## config.mk

```make
export PLATFORM = sky130hd
export DESIGN_NAME = cmp_arbiter
export DESIGN_NICKNAME = d
export VERILOG_FILES = /design/src/rtl/cmp_arbiter.sv
export SDC_FILE = /design/constraint.sdc
export NUM_CORES = 1
export LEC_CHECK = 0
export CORE_ASPECT_RATIO = 2
export CORE_MARGIN = 3
export CORE_UTILIZATION = 39
export CTS_CLUSTER_DIAMETER = 100
export DETAILED_ROUTE_END_ITERATION = 10
export PLACE_DENSITY = 0.72
export SETUP_SLACK_MARGIN = 0.5
export SLEW_MARGIN = 20
export SYNTH_ARGS = -nofsm -noshare
export SYNTH_HDL_FRONTEND = slang
export SYNTH_SLANG_ARGS = --single-unit
```

## constraint.sdc

```tcl
create_clock -name clk -period 1.7 [get_ports clk]
set_clock_uncertainty 0.05 [all_clocks]
set_input_delay 0.255 -clock clk [delete_from_list [all_inputs] [get_ports clk]]
set_output_delay 0.255 -clock clk [all_outputs]
set_load 0.1 [all_outputs]
```

## src/rtl/cmp_arbiter.sv

```systemverilog
// ============================================================================
// Module   : cmp_arbiter (+ comparator)
// Purpose  : Round-robin sharing of one comparator between NUM_REQ requesters.
//            Define CMP_ARB_SIGNED_EN for a two's-complement compare.
// Revision : 1.0
// ============================================================================
`default_nettype none

module comparator #(
    parameter int SIZE = 8
) (
    input  logic [SIZE-1:0] a,
    input  logic [SIZE-1:0] b,
    output logic            is_a_greater,
    output logic            equal
);
    assign is_a_greater = (a > b);
    assign equal        = (a == b);
endmodule

module cmp_arbiter #(
    parameter  int SIZE    = 8,
    parameter  int NUM_REQ = 4,
    localparam int ID_W    = $clog2(NUM_REQ)
) (
    input  logic                    clk,
    input  logic                    rst_n,
    input  logic [NUM_REQ-1:0]      req,
    input  logic [NUM_REQ*SIZE-1:0] req_a,
    input  logic [NUM_REQ*SIZE-1:0] req_b,
    output logic [NUM_REQ-1:0]      req_ack,
    output logic                    rsp_valid,
    input  logic                    rsp_ready,
    output logic [ID_W-1:0]         rsp_id,
    output logic                    rsp_gt,
    output logic                    rsp_eq,
    output logic                    busy
);

    typedef enum logic [1:0] {
        S_IDLE    = 2'd0,
        S_COMPARE = 2'd1,
        S_RESPOND = 2'd2
    } state_t;

    state_t            state;
    state_t            state_next;
    logic [ID_W-1:0]   last_grant;
    logic [ID_W-1:0]   winner;
    logic [ID_W-1:0]   cand;
    logic              found;
    logic [SIZE-1:0]   op_a;
    logic [SIZE-1:0]   op_b;
    logic [SIZE-1:0]   cmp_a;
    logic [SIZE-1:0]   cmp_b;
    logic              cmp_gt;
    logic              cmp_eq;

    // Search upward from the requester after the last grant, wrapping at NUM_REQ.
    always_comb begin
        found  = 1'b0;
        winner = '0;
        cand   = '0;
        for (int k = 1; k <= NUM_REQ; k++) begin
            cand = ID_W'((int'(last_grant) + k) % NUM_REQ);
            if (!found && req[cand]) begin
                found  = 1'b1;
                winner = cand;
            end
        end
    end

`ifdef CMP_ARB_SIGNED_EN
    // Flipping the sign bit maps two's complement onto unsigned ordering.
    assign cmp_a = {~op_a[SIZE-1], op_a[SIZE-2:0]};
    assign cmp_b = {~op_b[SIZE-1], op_b[SIZE-2:0]};
`else
    assign cmp_a = op_a;
    assign cmp_b = op_b;
`endif

    comparator #(
        .SIZE (SIZE)
    ) u_comparator (
        .a            (cmp_a),
        .b            (cmp_b),
        .is_a_greater (cmp_gt),
        .equal        (cmp_eq)
    );

    always_ff @(posedge clk or negedge rst_n) begin
        if (!rst_n) begin
            state <= S_IDLE;
        end else begin
            state <= state_next;
        end
    end

    always_comb begin
        state_next = state;
        case (state)
            S_IDLE: begin
                if (found) begin
                    state_next = S_COMPARE;
                end
            end
            S_COMPARE: begin
                state_next = S_RESPOND;
            end
            S_RESPOND: begin
                if (rsp_valid && rsp_ready) begin
                    state_next = S_IDLE;
                end
            end
            default: begin
                state_next = S_IDLE;
            end
        endcase
    end

    always_ff @(posedge clk or negedge rst_n) begin
        if (!rst_n) begin
            last_grant <= ID_W'(NUM_REQ - 1);
            op_a       <= '0;
            op_b       <= '0;
            req_ack    <= '0;
            rsp_valid  <= 1'b0;
            rsp_id     <= '0;
            rsp_gt     <= 1'b0;
            rsp_eq     <= 1'b0;
            busy       <= 1'b0;
        end else begin
            busy    <= (state_next != S_IDLE);
            req_ack <= '0;
            case (state)
                S_IDLE: begin
                    if (found) begin
                        op_a       <= req_a[int'(winner)*SIZE +: SIZE];
                        op_b       <= req_b[int'(winner)*SIZE +: SIZE];
                        rsp_id     <= winner;
                        last_grant <= winner;
                        req_ack    <= NUM_REQ'(1) << winner;
                    end
                end
                S_COMPARE: begin
                    rsp_gt    <= cmp_gt;
                    rsp_eq    <= cmp_eq;
                    rsp_valid <= 1'b1;
                end
                S_RESPOND: begin
                    if (rsp_ready) begin
                        rsp_valid <= 1'b0;
                    end
                end
                default: begin
                end
            endcase
        end
    end

endmodule

`default_nettype wire

```

# After elaboration in Yosys (flattened, before gate mapping)
# Index checks and enable logic that the tools add are counted.
# word_totals
ff_bits	30
in_bits	71
wordCells	61
# classes
addsub	4
order_cmp	5
eq_ne	4
n_shift	3
n_mux	23
n_reduce_logical	12
# ops
operator	count
$shiftx A32 B6 Y8	2
$lt A2 B3 Y1 const B	4
$mux W2	6
$mux W1	9
$bmux W1 S2	4
$eq A8 B8 Y1	1
$gt A8 B8 Y1	1
$mux W4	2
$pmux W2 S3	1
$add A2 B1 Y2 const B	2
$add A2 B2 Y2 const B	2
$logic_and A1 B1 Y1	4
$reduce_and A2 Y1	2
$reduce_bool A2 Y1	2
$shl A1 B2 Y4 const A	1
$logic_not A1 Y1	3
$eq A2 B1 Y1 const B	1
$eq A2 B2 Y1 const B	1
$logic_not A2 Y1	1
$ne A2 B2 Y1 const B	1
$pmux W1 S2	1

# Depth between registers and ports, before layout
# depth
word_depth	16
ltp_mapped	7
depth_no_buf	7

# Modules after synthesis
# A second synthesis with hierarchy kept.
# hier_totals
cells_unflattened	171
hier_area_um2	1788.0
# by_module_without_submodules
mod	n_inst	cells_each	area_each_um2	seq_area_each_um2
cmp_arbiter	1	143	1567.8	753.2
comparator	1	28	220.2	0.0

# Least setup slack after synthesis
# OpenSTA, ideal clock, no wires.
# synth_timing
path_type	flip-flop to flip-flop
startpoint	register last_grant[0]
endpoint	register op_a[7], in the netlist cmp_a[7]
arrival_ps	1721
required_ps	1570
slack_ps	-152
stages_incl_launch_ff	7
path_buffers	1
path_cell_list	dfstp_2 -> and3b_1 -> o32ai_4 -> buf_6 -> nand3_1 -> mux2_2 -> o211ai_2
# synth_via
elab_chain_len	14
# synth_lines
item	line_no	source
from (decl)	48	logic [ID_W-1:0] last_grant;
from (signal assigned)	123	last_grant <= ID_W'(NUM_REQ - 1);
from (signal assigned)	141	last_grant <= winner;
$add A2 B1 Y2	65	cand = ID_W'((int'(last_grant) + k) % NUM_REQ);
$bmux W1 S2	66	if (!found && req[cand]) begin
$mux W1 (implied by the code)	66	
$mux W1	66	
$logic_not A1 Y1	66	
$logic_and A1 B1 Y1	66	
$mux W1	66	
$logic_not A1 Y1	66	
$logic_and A1 B1 Y1	66	
$mux W1	66	
$logic_not A1 Y1	66	
$logic_and A1 B1 Y1	66	
$mux W2 / $mux W1 (equally long branches)	66	
$shiftx A32 B6 Y8 / $reduce_and A2 Y1 (equally long branches)	-	
to (signal assigned)	138	op_a <= req_a[int'(winner)*SIZE +: SIZE];
to (decl)	52	logic [SIZE-1:0] op_a;
# Parallel ways exist; a longest one is shown, timed or not. The select of a mux whose other input is x is not followed.
# A chain may end at the register's enable or synchronous reset.

# Worst setup path in the final report
# layout_timing
startpoint	register last_grant[1]
endpoint	register op_b[6], in the netlist cmp_b[6]
# layout_via
elab_chain_len	14
# layout_lines
item	line_no	source
$add A2 B1 Y2	65	
$bmux W1 S2	66	
$mux W1 (implied by the code)	66	
$mux W1	66	
$logic_not A1 Y1	66	
$logic_and A1 B1 Y1	66	
$mux W1	66	
$logic_not A1 Y1	66	
$logic_and A1 B1 Y1	66	
$mux W1	66	
$logic_not A1 Y1	66	
$logic_and A1 B1 Y1	66	
$mux W2 / $mux W1 (equally long branches)	66	
$shiftx A32 B6 Y8 / $reduce_and A2 Y1 (equally long branches)	-	
to (signal assigned)	139	op_b <= req_b[int'(winner)*SIZE +: SIZE];
to (decl)	53	logic [SIZE-1:0] op_b;
# Parallel ways exist; a longest one is shown, timed or not. The select of a mux whose other input is x is not followed.

==> results.json <==
{
  "status": "finished, violations left",
  "violations": "negative setup slack",
  "yosys-top-cells-area": "dfrtp_1, mux2i_1, mux2_2",
  "powerDensity_nw_per_um2": 1820,
  "die_height_microns": 108,
  "cts_tree": "yes",
  "final_max_slew_viol_count": 0,
  "initial_core_util": 0.409,
  "hold_path_depth": 4,
  "yosysSeqAreaShare": 0.372,
  "grt_overflow_total": 0,
  "worst_slew_pin_slew_ps": 388,
  "dieArea_sq_um": 6150,
  "clockBufferDepth": 2,
  "antenna_found_initial": 0,
  "max_slew_margin": 0.741,
  "synth_edf_count": 0,
  "yosysWarnings": 0,
  "maxCapViolCount": 0,
  "worstPathRequired_ps": 1800,
  "synthFlopType": "dfrtp_1",
  "min_path_type": "input port to flip-flop",
  "setup_tns_ps": -3120,
  "crit_chain": "nand2b_1 > a21oi_1 > o221ai_4 > buf_12 > mux2i_1 > o221ai_1",
  "cts_sinks": 30,
  "cp_num_buf_inv": 1,
  "synth.distinct_cells": 33,
  "wl_per_cell_microns": 16.8,
  "final_cell_mix": "clkdlybuf4s50_1, nand3_1, dfrtp_1",
  "fin_nets": 389,
  "wl_microns": 6180,
  "syn_area_per_cell_sq_um": 9.88,
  "insertion_delay_ps": 280,
  "wl_met2_microns": 3690,
  "cp.depth": 6,
  "grt_pass1_vias": 2131,
  "core_sq_um": 4950,
  "synthCells": 205,
  "top_layer": "met4",
  "syn2layout_area_growth_pct": 72.9,
  "ys_ff_latch": 30,
  "async_reset_ff_frac": 1.00,
  "synth_top_area_cell": "dfrtp_1",
  "critPathArrivalTime_ps": 2030,
  "fin_ws_ps": -232,
  "grt_pass1_wl_microns": 9650,
  "fmax_ghz": 0.518,
  "final_util": 0.707,
  "syn_nets": 284,
  "crit_fanout": 12,
  "holdBufCountCts": 0,
  "cp_slowest_cell": "dfstp_2",
  "path_class": "flip-flop to flip-flop",
  "period_needed_ps": 1930,
  "vias": 1975,
  "hold_viol_final": 0,
  "fin_crit_sh": 1.14,
  "finalInstanceArea_sq_um": 3500,
  "die_width_microns": 57.0,
  "cp_top_family": "flip-flops",
  "leakage_nw": 1.48,
  "ant_nets": 0,
  "cpPeakStageDelay_ps": 630,
  "grt_usage": 0.204,
  "clkSlewWorstSetupHoldPaths_ps": 70,
  "viasPerCell": 5.37,
  "dp_hpwl_microns": 4630,
  "rsz0062_at_grt": "true",
  "placed_area_sq_um": 3140,
  "syn_area_sq_um": 2030,
  "wl_met1_microns": 2080,
  "grt_max_degree": 31,
  "gp_congestion": 0.825,
  "drive_gt1_frac": 0.331,
  "io_pins": 81,
  "final_common_cell": "clkdlybuf4s50_1",
  "worst_setup_path_start_kind": "flip-flop",
  "ff2ff_path_depth": 6,
  "setup_viol": 19,
  "peakVddDrop_mv": 1.54,
  "h-tree-depth": 2,
  "drcViolationCount": 0,
  "met3WireLength_microns": 228,
  "drt_first_iter_violations": 33,
  "synth_top_cell_area_share": 0.346,
  "rows": 36,
  "diodes": 0,
  "cts_root_buf": "clkbuf_8",
  "endpoint_kind": "flip-flop",
  "fillers": 391,
  "first_pass_iters": 4,
  "cts_made_buffers": 5,
  "port_buffers": 80
}
-- cells by family (layout without fill, tap and decap cells) --
kind of cell | count (synthesis) | after routing | share of synthesized area
compound gates | 33 | 33 | 0.151
fa+ha+maj | 8 | 8 | 0.0494
buf+inv | 23 | 129 | 0.0673
flops | 30 | 30 | 0.372
mux | 34 | 34 | 0.178
simple gates | 77 | 77 | 0.182
-- final timing paths --
check	start	end	slack (ps)
hold reg to reg	cmp_a[1]$_DFFE_PN0P_	cmp_a[1]$_DFFE_PN0P_	450
setup / recovery	last_grant[1]$_DFFE_PN1P_	cmp_b[6]$_DFFE_PN0P_	-230
hold / removal	req[3]	req_ack[2]$_DFF_PN0_	290
min in group asynchronous	rst_n	busy$_DFF_PN0_	300
setup reg to reg	last_grant[1]$_DFFE_PN1P_	cmp_b[6]$_DFFE_PN0P_	-230
max in group asynchronous	rst_n	last_grant[0]$_DFFE_PN1P_	980
-- synthesized netlist by cell type (2+ instances only) --
master,n
mux2_2,16
ha_1,8
nand2b_1,2
mux2i_1,18
o221ai_1,8
nand2_1,24
a21oi_1,7
a21o_1,2
nor2b_1,5
o21a_1,2
dfrtp_1,28
inv_1,8
buf_6,5
nand3_1,34
o211ai_2,8
buf_2,7
dfstp_2,2
nor2_1,6
-- state kept, by name, summed over array words and instances (netlist names) --
| signal | flops |
|---|---|
| rsp_eq | 1 |
| busy | 1 |
| req_ack | 4 |
| rsp_valid | 1 |
| state | 2 |
| rsp_gt | 1 |
| last_grant | 2 |
| cmp_b | 8 |
| rsp_id | 2 |
| cmp_a | 8 |
-- timing repair --
item,in CTS,in global routing
gates cloned,1,1
setup buffers,5,6
resized for setup,33,20
pin swaps,4,6
hold endpoints to repair,0,0
setup endpoints to repair,30,34
-- routing by layer --
metal,vias up,track usage
li1,955,-
met1,945,0.208
met2,60,0.390
met3,15,0.0312
met4,0,0.0929
met5,-,0
-- where the power goes --
group / switching, mW / total, mW / leakage [nW] / internal [mW]
Sequential: 0.243 / 1.32 / 0.363 / 1.08
Combinational: 2.38 / 4.45 / 1.07 / 2.07
Clock: 0.286 / 0.611 / 0.0472 / 0.325
-- worst register-to-register path: cells and delay by family (launching register included) --
kind,cells,cell delay [ps]
AND/OR/NAND/NOR,1,130
buffers and inverters,1,190
multiplexers,1,270
AO/OA/AOI/OAI,3,520
flip-flops,1,630
-- layout make-up --
type	instances	area (sq um)	area share
clock buffers	6	82.6	0.0236
clock inverters	2	12.5	0.00357
inverters	9	46.3	0.0132
multi-input cells	152	1260	0.361
flip-flops and latches	30	758	0.216
well taps	57	71.3	0.0204
repair buffers	111	1240	0.353
repair inverters	1	30.0	0.00857
-- per-stage QoR --
| step | instances | hold WS [ps] | setup slack, ps | power, mW |
|---|---|---|---|---|
| floorplan | 205 | -90.6 | -108 | 3.89 |
| global placement | 347 | 430 | -435 | 4.95 |
| detailed placement | 347 | 434 | -475 | 5.05 |
| CTS | 361 | 305 | -192 | 5.99 |
| global route | 368 | 330 | -296 | 6.78 |
| finish | 368 | 292 | -232 | 6.38 |
Power figures use the tool's default switching activity.
